`src/rtl/c2_adder_arbiter.sv`:
```
// c2_adder_arbiter
// Two requesters share one SIZE-bit C2-cell ripple-carry adder. A round-robin
// IDLE -> CALC -> RESP FSM grants one operand pair at a time, latches it, adds it
// with carry-in 0, and holds the {carry, sum} result until the consumer takes it.
module c2_adder_arbiter #(
    parameter int SIZE = 5
) (
    input  logic            clk,
    input  logic            rst_n,
    input  logic            in0_valid,
    input  logic [SIZE-1:0] in0_a,
    input  logic [SIZE-1:0] in0_b,
    output logic            in0_ready,
    input  logic            in1_valid,
    input  logic [SIZE-1:0] in1_a,
    input  logic [SIZE-1:0] in1_b,
    output logic            in1_ready,
    output logic            out_valid,
    output logic [SIZE:0]   out_sum,
    output logic            out_id,
    input  logic            out_ready,
    output logic            busy
);

    localparam logic [1:0] S_IDLE = 2'd0;
    localparam logic [1:0] S_CALC = 2'd1;
    localparam logic [1:0] S_RESP = 2'd2;

    // One C2 cell: {carry_out, sum_bit} of a single bit position.
    function automatic logic [1:0] c2_cell(input logic a, input logic b, input logic cin);
        logic s;
        logic co;
        s  = a ^ b ^ cin;
        co = (a & b) | (cin & (a ^ b));
        return {co, s};
    endfunction

    logic [1:0]      state;
    logic [1:0]      state_nxt;
    logic            rr_ptr;
    logic            winner;
    logic            grant;

    logic [SIZE-1:0] a_p0;
    logic [SIZE-1:0] b_p0;
    logic            id_p0;

    logic [SIZE:0]   carry;
    logic [SIZE-1:0] sum_bits;
    logic [SIZE:0]   adder_o;

    logic [SIZE:0]   sum_p1;
    logic            id_p1;
    logic            vld_p1;

    // Pick the winner: a lone requester wins, contention goes to rr_ptr.
    always_comb begin
        winner = 1'b0;
        if (in0_valid && in1_valid) begin
            winner = rr_ptr;
        end else if (in1_valid) begin
            winner = 1'b1;
        end
    end

    assign grant     = (state == S_IDLE) && (in0_valid || in1_valid);
    assign in0_ready = grant && in0_valid && !winner;
    assign in1_ready = grant && in1_valid &&  winner;

    // Next-state logic of the IDLE -> CALC -> RESP sequence.
    always_comb begin
        state_nxt = state;
        case (state)
            S_IDLE:  if (grant) state_nxt = S_CALC;
            S_CALC:  state_nxt = S_RESP;
            S_RESP:  if (out_ready) state_nxt = S_IDLE;
            default: state_nxt = S_IDLE;
        endcase
    end

    // Control state: FSM register and round-robin pointer, moved only on a grant.
    always_ff @(posedge clk or negedge rst_n) begin
        if (!rst_n) begin
            state  <= S_IDLE;
            rr_ptr <= 1'b0;
        end else begin
            state <= state_nxt;
            if (grant) begin
                rr_ptr <= ~winner;
            end
        end
    end

    // ---- stage p0: operand latch at the grant edge ----
    // Capture the winning pair and its owner so later input changes cannot leak in.
    always_ff @(posedge clk or negedge rst_n) begin
        if (!rst_n) begin
            a_p0  <= '0;
            b_p0  <= '0;
            id_p0 <= 1'b0;
        end else if (grant) begin
            a_p0  <= winner ? in1_a : in0_a;
            b_p0  <= winner ? in1_b : in0_b;
            id_p0 <= winner;
        end
    end

    // Shared ripple-carry adder, fed only from the latched operands, carry-in 0.
    assign carry[0] = 1'b0;
    for (genvar i = 0; i < SIZE; i++) begin : g_cell
        assign {carry[i+1], sum_bits[i]} = c2_cell(a_p0[i], b_p0[i], carry[i]);
    end
    assign adder_o = {carry[SIZE], sum_bits};

    // ---- stage p1: result register, loaded leaving CALC, held through RESP ----
    // Capture the sum in CALC and keep it until the consumer accepts it.
    always_ff @(posedge clk or negedge rst_n) begin
        if (!rst_n) begin
            sum_p1 <= '0;
            id_p1  <= 1'b0;
            vld_p1 <= 1'b0;
        end else begin
            if (state == S_CALC) begin
                sum_p1 <= adder_o;
                id_p1  <= id_p0;
                vld_p1 <= 1'b1;
            end else if ((state == S_RESP) && out_ready) begin
                vld_p1 <= 1'b0;
            end
        end
    end

    assign out_valid = vld_p1;
    assign out_sum   = sum_p1;
    assign out_id    = id_p1;
    assign busy      = (state != S_IDLE);

endmodule

```
`config.mk`:
```
export PLATFORM = sky130hd
export DESIGN_NAME = c2_adder_arbiter
export DESIGN_NICKNAME = d
export VERILOG_FILES = /design/src/rtl/c2_adder_arbiter.sv
export SDC_FILE = /design/constraint.sdc
export NUM_CORES = 1
export LEC_CHECK = 0
export CORE_MARGIN = 2
export CORE_UTILIZATION = 48
export DETAILED_ROUTE_END_ITERATION = 16
export PLACE_DENSITY = 0.83
export SLEW_MARGIN = 40
export SYNTH_ARGS = -nofsm -noshare
export SYNTH_HDL_FRONTEND = slang
export SYNTH_SLANG_ARGS = --single-unit
```
`constraint.sdc`:
```
create_clock -name clk -period 5.4 [get_ports clk]
set_clock_uncertainty 0.15 [all_clocks]
set_input_delay 0.54 -clock clk [delete_from_list [all_inputs] [get_ports clk]]
set_output_delay 0.54 -clock clk [all_outputs]
set_load 0.005 [all_outputs]
```
Word level (Yosys, flattened, before mapping):

Cells that the tools add are included.

* flip-flop bits (word level): 22
* input bits: 25
* word-level logic and storage cells: 57

* eq/ne operators: 4
* muxes and demuxes: 9
* bitwise logic cells: 23
* reductions and logical operators: 13

Operators with widths (count)
* two-way mux 5 bit: 2
* bitwise AND 1 bit: 9
* bitwise XOR 1 bit: 9
* logical AND 1 bit: 7
* case mux 2 bit (3 select lines): 1
* two-way mux 1 bit: 4
* two-way mux 2 bit: 2
* inequality test 2 bit, second input constant: 2
* bitwise OR 1 bit: 4
* nonzero test 2 bit: 2
* == test 2 x 1 -> 1 bit, second input constant: 1
* == test 2 bit, second input constant: 1
* logical NOT 2 bit: 1
* AND reduction 2 bit: 1
* logical NOT 1 bit: 1
* logical OR 1 bit: 1
* inverter 1 bit: 1

Logic depth before layout (Yosys ltp):

Gate-level depths: netlist (run 1).

* depth in word-level cells: 9
* mapped depth: 7
* depth with buffers taken out: 7

Worst setup path after synthesis (run 1):

No wires, ideal clock.

* path type: register -> register
* start: register a_p0[0]
* end: register sum_p1[4], in the netlist out_sum[4]
* setup time: 0.083 ns
* arrival time: 2.257 ns
* data required time: 5.167 ns
* path slack: 2.910 ns
* stages on the path, launching flop included: 8
* clock period less this slack: 2.490 ns
* cells stage by stage: dfrtp_1 -> ha_1 -> fa_1 -> fa_1 -> fa_1 -> inv_1 -> fa_1 -> o21ai_0

* word-level cells in the longest chain between the ends: 8

RTL lines
* start, declared: line 44 `logic [SIZE-1:0] a_p0;`
* start signal, assigned: line 102 `a_p0 <= winner ? in1_a : in0_a;`
* bitwise AND 1 bit (2 in series): line 34 `co = (a & b) | (cin & (a ^ b));`
* bitwise OR 1 bit: line 34
* bitwise AND 1 bit: line 34
* bitwise OR 1 bit: line 34
* bitwise AND 1 bit: line 34
* bitwise OR 1 bit: line 34
* bitwise XOR 1 bit: line 33 `s = a ^ b ^ cin;`
* end signal, assigned: line 124 `sum_p1 <= adder_o;`
* end, declared: line 52 `logic [SIZE:0] sum_p1;`

No other way between the ends.
A chain may end at the register's enable or synchronous reset.

Final worst setup path (run 1):

* start: input port in1_valid
* end: output port in0_ready

* word-level cells in the longest chain between the ends: 4
* elaborated cells on any way between the ends: 8

RTL lines
* start, declared: line 14 `input logic in1_valid,`
* two-way mux 1 bit, or another cell as far along: line 61 `end else if (in1_valid) begin`
* two-way mux 1 bit or logical AND 1 bit (tied branches): line 59, 66
* logical NOT 1 bit or logical AND 1 bit (tied branches): line 67 `assign in0_ready = grant && in0_valid && !winner;`
* logical AND 1 bit (*): line 67
* end, declared: line 13 `output logic in0_ready,`

Every way passes the cells marked *; elsewhere a longest branch is shown, timed or not.

==> results_dict.tcl, run 1 <==
set metrics [dict create \
    path_buf_inv 3 \
    cts.path.max_buffers 2 \
    cp.required_ps 4710 \
    fin_cells 176 \
    final_util 0.677 \
    finalCriticalPeriod_ps 2660 \
    finalCritPeriodShare 0.493 \
    gr-usage-all-layers 0.178 \
    worstSkewPairLatency_ps 310 \
    gp_congestion 0.743 \
    die_y_um 51.9 \
    htree_num_levels 1 \
    max_stage_delay_ps 490 \
    cp_common_cell "clkdlybuf4s50_1" \
    status "finished clean" \
    synth_nets 143 \
    cts_tree "built" \
    yosys.area_share.xor_xnor 0 \
    crit_type "in -> out" \
    powerDensity_nw_per_um2 493 \
    cts-hold-fix-buffers 0 \
    first_global_vias 872 \
    path_delay_family "buffers and inverters" \
    fp.coreArea_um2 2190 \
    numCtsBuffers 3 \
    synth_edf_count 0 \
    grt_start_max_net_pins 23 \
    synth_compound_area_frac 0.151 \
    cts_num_sinks 22 \
    r2r_slack_ps 2770 \
    clockRootBuffer "clkbuf_4" \
    drc 0 \
    cpMaxStageDelayCell "clkdlybuf4s50_1" \
    antenna_found_initial 0 \
    ys.flop_type "dfrtp_1" \
    postRouteAntennaNets 0 \
    overflow 0 \
    yosys.area_share.simple 0.148 \
    crit_chain "clkdlybuf4s50_1 -> nand2_1 -> nand3_2 -> inv_1 -> clkdlybuf4s50_1" \
    post-cts-setup-buffers 0 \
    synth_seq_area_share 0.501 \
    final_net_count 179 \
    synthMuxAreaShare 0 \
    leakage_nw 0.723 \
    ys_top_cells_by_area "dfrtp_1 (50%), inv_1 (8.2%), o221ai_1 (8.0%)" \
    synth.avg_cell_area_um2 9.73 \
    ys.warnings.count 0 \
    antennaDiodeCount 0 \
    ys_ff_latch 22 \
    tns_ps 0 \
    r2r-end "out_sum[4]" \
    yosysTopAreaCellShare 0.501 \
    setup_violations 0 \
    critPathMaxFanout 10 \
    netlist_area_um2 1100 \
    syn2layout_area_growth_pct 34.8 \
    wl_um 2090 \
    dp.cells 172 \
    hold_viol_final 0 \
    endpoint_kind "primary output" \
    numPortBuffers 35 \
    grt_pass1_wl_um 3530 \
    startpoint_type "input pin" \
    vias 894 \
    cts-resized-gates 0 \
    synth_top_family_by_area "compound AO/OA/AOI/OAI gates" \
    rsz0062_at_grt "false" \
    die_w_um 51.9 \
    drive_gt1_frac 0.0676 \
    pin_count 36 \
    yosysMostFrequentCell "inv_1" \
    dp_hpwl_um 1640 \
    drv_cap 0 \
    start_util 0.502 \
    drv_slew 0 \
    clk_pin_slew_worst_paths_ps 120 \
    synthAdderAreaFrac 0.0842 \
    crit_arrival_ps 1970 \
    wire_per_inst_um 11.9 \
    viasPerCell 5.08 \
    synth_top_area_cell "dfrtp_1" \
    worst_pin_slew_ps 705 \
    async_reset_ff_frac 1.00 \
    ys_types 22 \
    ir_drop_v 0.000305 \
    timing.fmax_ghz 0.375 \
    synthCells 113 \
    hold_class "in -> async" \
    rows 17 \
    yosys-top-cells-count "inv_1 (24), dfrtp_1 (22), nand2_1 (21)" \
    drt_iter0_drc 16 \
    firstDrtPassIters 4 \
    r2r_start "a_p0[0]" \
    dieArea_um2 2690 \
    slew_headroom 0.528 \
    ff2ff_path_depth 7 \
]
per-layer routing:
layer / GRT usage / part of all wire / up-vias
li1: - / - / 434
met1: 0.211 / 0.44 / 424
met2: 0.308 / 0.48 / 29
met3: 0.0259 / 0.049 / 7
met4: 0.0965 / 0.031 / 0
met5: 0 / 0 / -
worst max-delay path by stage:
stage,start,endpoint,slack (ps),cells after the start
5_1_grt,a_p0[0],out_sum[4],2650,7
6_report,in1_valid,in0_ready,2740,5
2_1_floorplan,a_p0[0],out_sum[4],2910,7
4_1_cts,in1_valid,in0_ready,2720,5
3_5_place_dp,in1_valid,in0_ready,2720,5
3_3_place_gp,in1_valid,in0_ready,2770,5
registers in the layout, summed over array words and instances, names as in the netlist:
| name | cells |
|---|---|
| a_p0 | 5 |
| id_p0 | 1 |
| state | 2 |
| out_sum | 6 |
| rr_ptr | 1 |
| out_id | 1 |
| out_valid | 1 |
| b_p0 | 5 |
metrics by stage:
step	setup WS, ps	hold slack (ps)	instance area (µm²)	total power [mW]
2_1_floorplan	2910	94.4	1100	0.516
3_3_place_gp	2770	309	1450	0.632
5_1_grt	2650	41.9	1480	0.805
4_1_cts	2720	33.1	1480	0.740
3_5_place_dp	2720	320	1450	0.648
6_report	2740	17.4	1480	0.731
layout make-up:
cell class / count / area (µm²)
fillers: 177 / 708
flip-flops and latches: 22 / 551
multi-input cells: 62 / 422
repair buffers: 35 / 345
inverters: 25 / 93.8
clock buffers: 4 / 36.3
well taps: 28 / 35.0
power breakdown:
group	total (mW)	internal [mW]	switching (mW)	leakage, nW
Sequential	0.298	0.244	0.0536	0.273
Combinational	0.342	0.175	0.167	0.429
Clock	0.0911	0.0412	0.0499	0.0210
Total	0.731	0.460	0.271	0.723
logic make-up after synthesis:
| family | Yosys count |
|---|---|
| AOI/OAI and AO/OA | 25 |
| adders and majority gates | 5 |
| DFF | 22 |
| and+or+nand+nor | 32 |
| buffers and inverters | 29 |
cells in the final DEF, fill, tap and decap left out:
master           netlist  routed
clkbuf_8               1       1
o21ai_1                6       6
inv_1                 24      24
ha_1                   1       1
nand2_1               21      21
o21ai_0                6       6
o221ai_1              10      10
inv_2                  1       1
buf_2                  1       1
a21oi_1                2       2
dfrtp_1               22      22
nor2b_1                1       1
nand3_2                1       1
fa_1                   4       4
clkbuf_4               0       3
nand2b_1               3       3
o21ai_2                1       1
nor2_1                 2       2
nand3_4                1       1
clkdlybuf4s50_1        0      34
nor2_4                 1       1
nand4_1                2       2
Power figures use the tool's default switching activity.
==> run 2: changes to the inputs <==
--- a/config.mk
+++ b/config.mk
@@ -6,9 +6,9 @@
 export NUM_CORES = 1
 export LEC_CHECK = 0
 export CORE_MARGIN = 2
-export CORE_UTILIZATION = 48
+export CORE_UTILIZATION = 45
 export DETAILED_ROUTE_END_ITERATION = 16
-export PLACE_DENSITY = 0.83
+export PLACE_DENSITY = 0.79
 export SLEW_MARGIN = 40
 export SYNTH_ARGS = -nofsm -noshare
 export SYNTH_HDL_FRONTEND = slang
==> constraint.sdc (replaced) <==
create_clock -name clk -period 2.46 [get_ports clk]
set_clock_uncertainty 0.15 [all_clocks]
set_input_delay 0.246 -clock clk [delete_from_list [all_inputs] [get_ports clk]]
set_output_delay 0.246 -clock clk [all_outputs]
set_load 0.005 [all_outputs]
==> run 2 against run 1 <==
Sequential power grew 120%. Combinational power grew 140%. Register-to-register slack lost 2700 ps.
==> results_dict.tcl, run 2 (synthesized netlist as in run 1, its figures left out) <==
set metrics [dict create \
    overflow 0 \
    status "finished clean" \
    rsz0062_at_grt "false" \
    final_util 0.668 \
    setup_violations 0 \
    cp.required_ps 2550 \
    fp.coreArea_um2 2250 \
    pre_cts_slack_ps -91.8 \
    antennaDiodeCount 0 \
    leakage_nw 0.724 \
    crit_type "reg -> reg" \
    drv_slew 0 \
    first_global_vias 846 \
    numCtsBuffers 3 \
    drv_cap 0 \
    grt_start_max_net_pins 23 \
    finalCriticalPeriod_ps 2410 \
    hold_viol_final 0 \
    worst_pin_slew_ps 751 \
    drt_iter0_drc 5 \
    syn2layout_area_growth_pct 37.0 \
    startpoint_type "register" \
    max_stage_delay_ps 400 \
    die_y_um 53.4 \
    cts_num_sinks 22 \
    path_buf_inv 1 \
    timing.fmax_ghz 0.415 \
    finalCritPeriodShare 0.979 \
    htree_num_levels 1 \
    slew_headroom 0.497 \
    cts.path.max_buffers 2 \
    wl_um 2230 \
    firstDrtPassIters 4 \
    gp_congestion 0.695 \
    drc 0 \
    final_net_count 182 \
    worstSkewPairLatency_ps 300 \
    clockRootBuffer "clkbuf_4" \
    dp_hpwl_um 1770 \
    pin_count 36 \
    setup_ws_ps 52.8 \
    clk_pin_slew_worst_paths_ps 110 \
    gr-usage-all-layers 0.187 \
    layout_common_cells "clkdlybuf4s50_1 (35), inv_1 (23), dfrtp_1 (22)" \
    antenna_found_initial 0 \
    crit_arrival_ps 2490 \
    mostFrequentLayoutCell "clkdlybuf4s50_1" \
    dieArea_um2 2860 \
    drive_gt1_frac 0.107 \
    rows 17 \
    cpMaxStageDelayCell "dfrtp_1" \
    largest_reg_flops 6 \
    postRouteAntennaNets 0 \
    ir_drop_v 0.000597 \
    vias 892 \
    powerDensity_nw_per_um2 1080 \
    hold_class "in -> async" \
    crit_chain "ha_2 -> fa_2 -> fa_2 -> fa_2 -> inv_2 -> fa_1 -> o21ai_1" \
    r2r_slack_ps 50 \
    endpoint_kind "register" \
    cts_tree "built" \
    wire_per_inst_um 12.5 \
    cp_common_cell "fa_2" \
    grt_pass1_wl_um 3750 \
    path_delay_family "adder cells" \
    critPathMaxFanout 2 \
    numPortBuffers 35 \
    cts-hold-fix-buffers 0 \
    viasPerCell 5.01 \
    die_w_um 53.4 \
    start_util 0.488 \
]
run 2: path summary, 6_finish.rpt:
check                            from    endpoint  cells after the start
max                           a_p0[0]  out_sum[4]                      7
min                             rst_n      rr_ptr                      2
max reg2reg                   a_p0[0]  out_sum[4]                      7
min reg2reg                out_sum[0]  out_sum[0]                      2
max in group asynchronous       rst_n     a_p0[2]                      2
min in group clk           out_sum[0]  out_sum[0]                      2
run 2: metrics by stage:
step	instance area [µm²]	power (mW)	std cells	TNS [ps]	hold slack, ps
after floorplan	1100	1.14	113	0	-200
after detailed placement	1470	1.46	174	-91.8	307
after CTS	1500	1.63	177	0	122
final	1510	1.63	178	0	119
after global placement	1470	1.41	174	-42.4	306
after global routing	1510	1.78	178	0	130
run 2: layout make-up:
cell class                      instances  area (µm²)
Fill cell                             186         748
Sequential cell                        22         551
Multi-Input combinational cell         62         432
Timing Repair Buffer                   38         373
Inverter                               25        93.8
Tap cell                               28        35.0
Clock buffer                            3        22.5
run 2: per-layer routing:
metal,vias to the layer above,GRT usage,part of all wire
met5,-,0,0
met4,0,0.103,0.025
met3,5,0.0311,0.037
met2,21,0.313,0.52
met1,424,0.226,0.42
li1,442,-,-
run 2: report_power, final:
part | internal, mW | switching (mW) | total [mW]
sequential | 0.537 | 0.124 | 0.660
combinational | 0.420 | 0.388 | 0.808
clock | 0.0572 | 0.101 | 0.159
run 2: timing repair:
item / 4_1_cts / 5_1_grt
pin swaps: 1 / 0
setup buffers: 0 / 1
setup endpoints to repair: 1 / 1
gates resized for setup: 3 / 2
==> run 3: changes to the inputs <==
--- a/config.mk
+++ b/config.mk
@@ -7,6 +7,7 @@
 export LEC_CHECK = 0
 export CORE_MARGIN = 2
 export CORE_UTILIZATION = 45
+export CTS_CLUSTER_SIZE = 20
 export DETAILED_ROUTE_END_ITERATION = 16
 export PLACE_DENSITY = 0.79
 export SLEW_MARGIN = 40
==> results of run 3 <==
Final layout, timing and power as in run 2 (identical DEF).
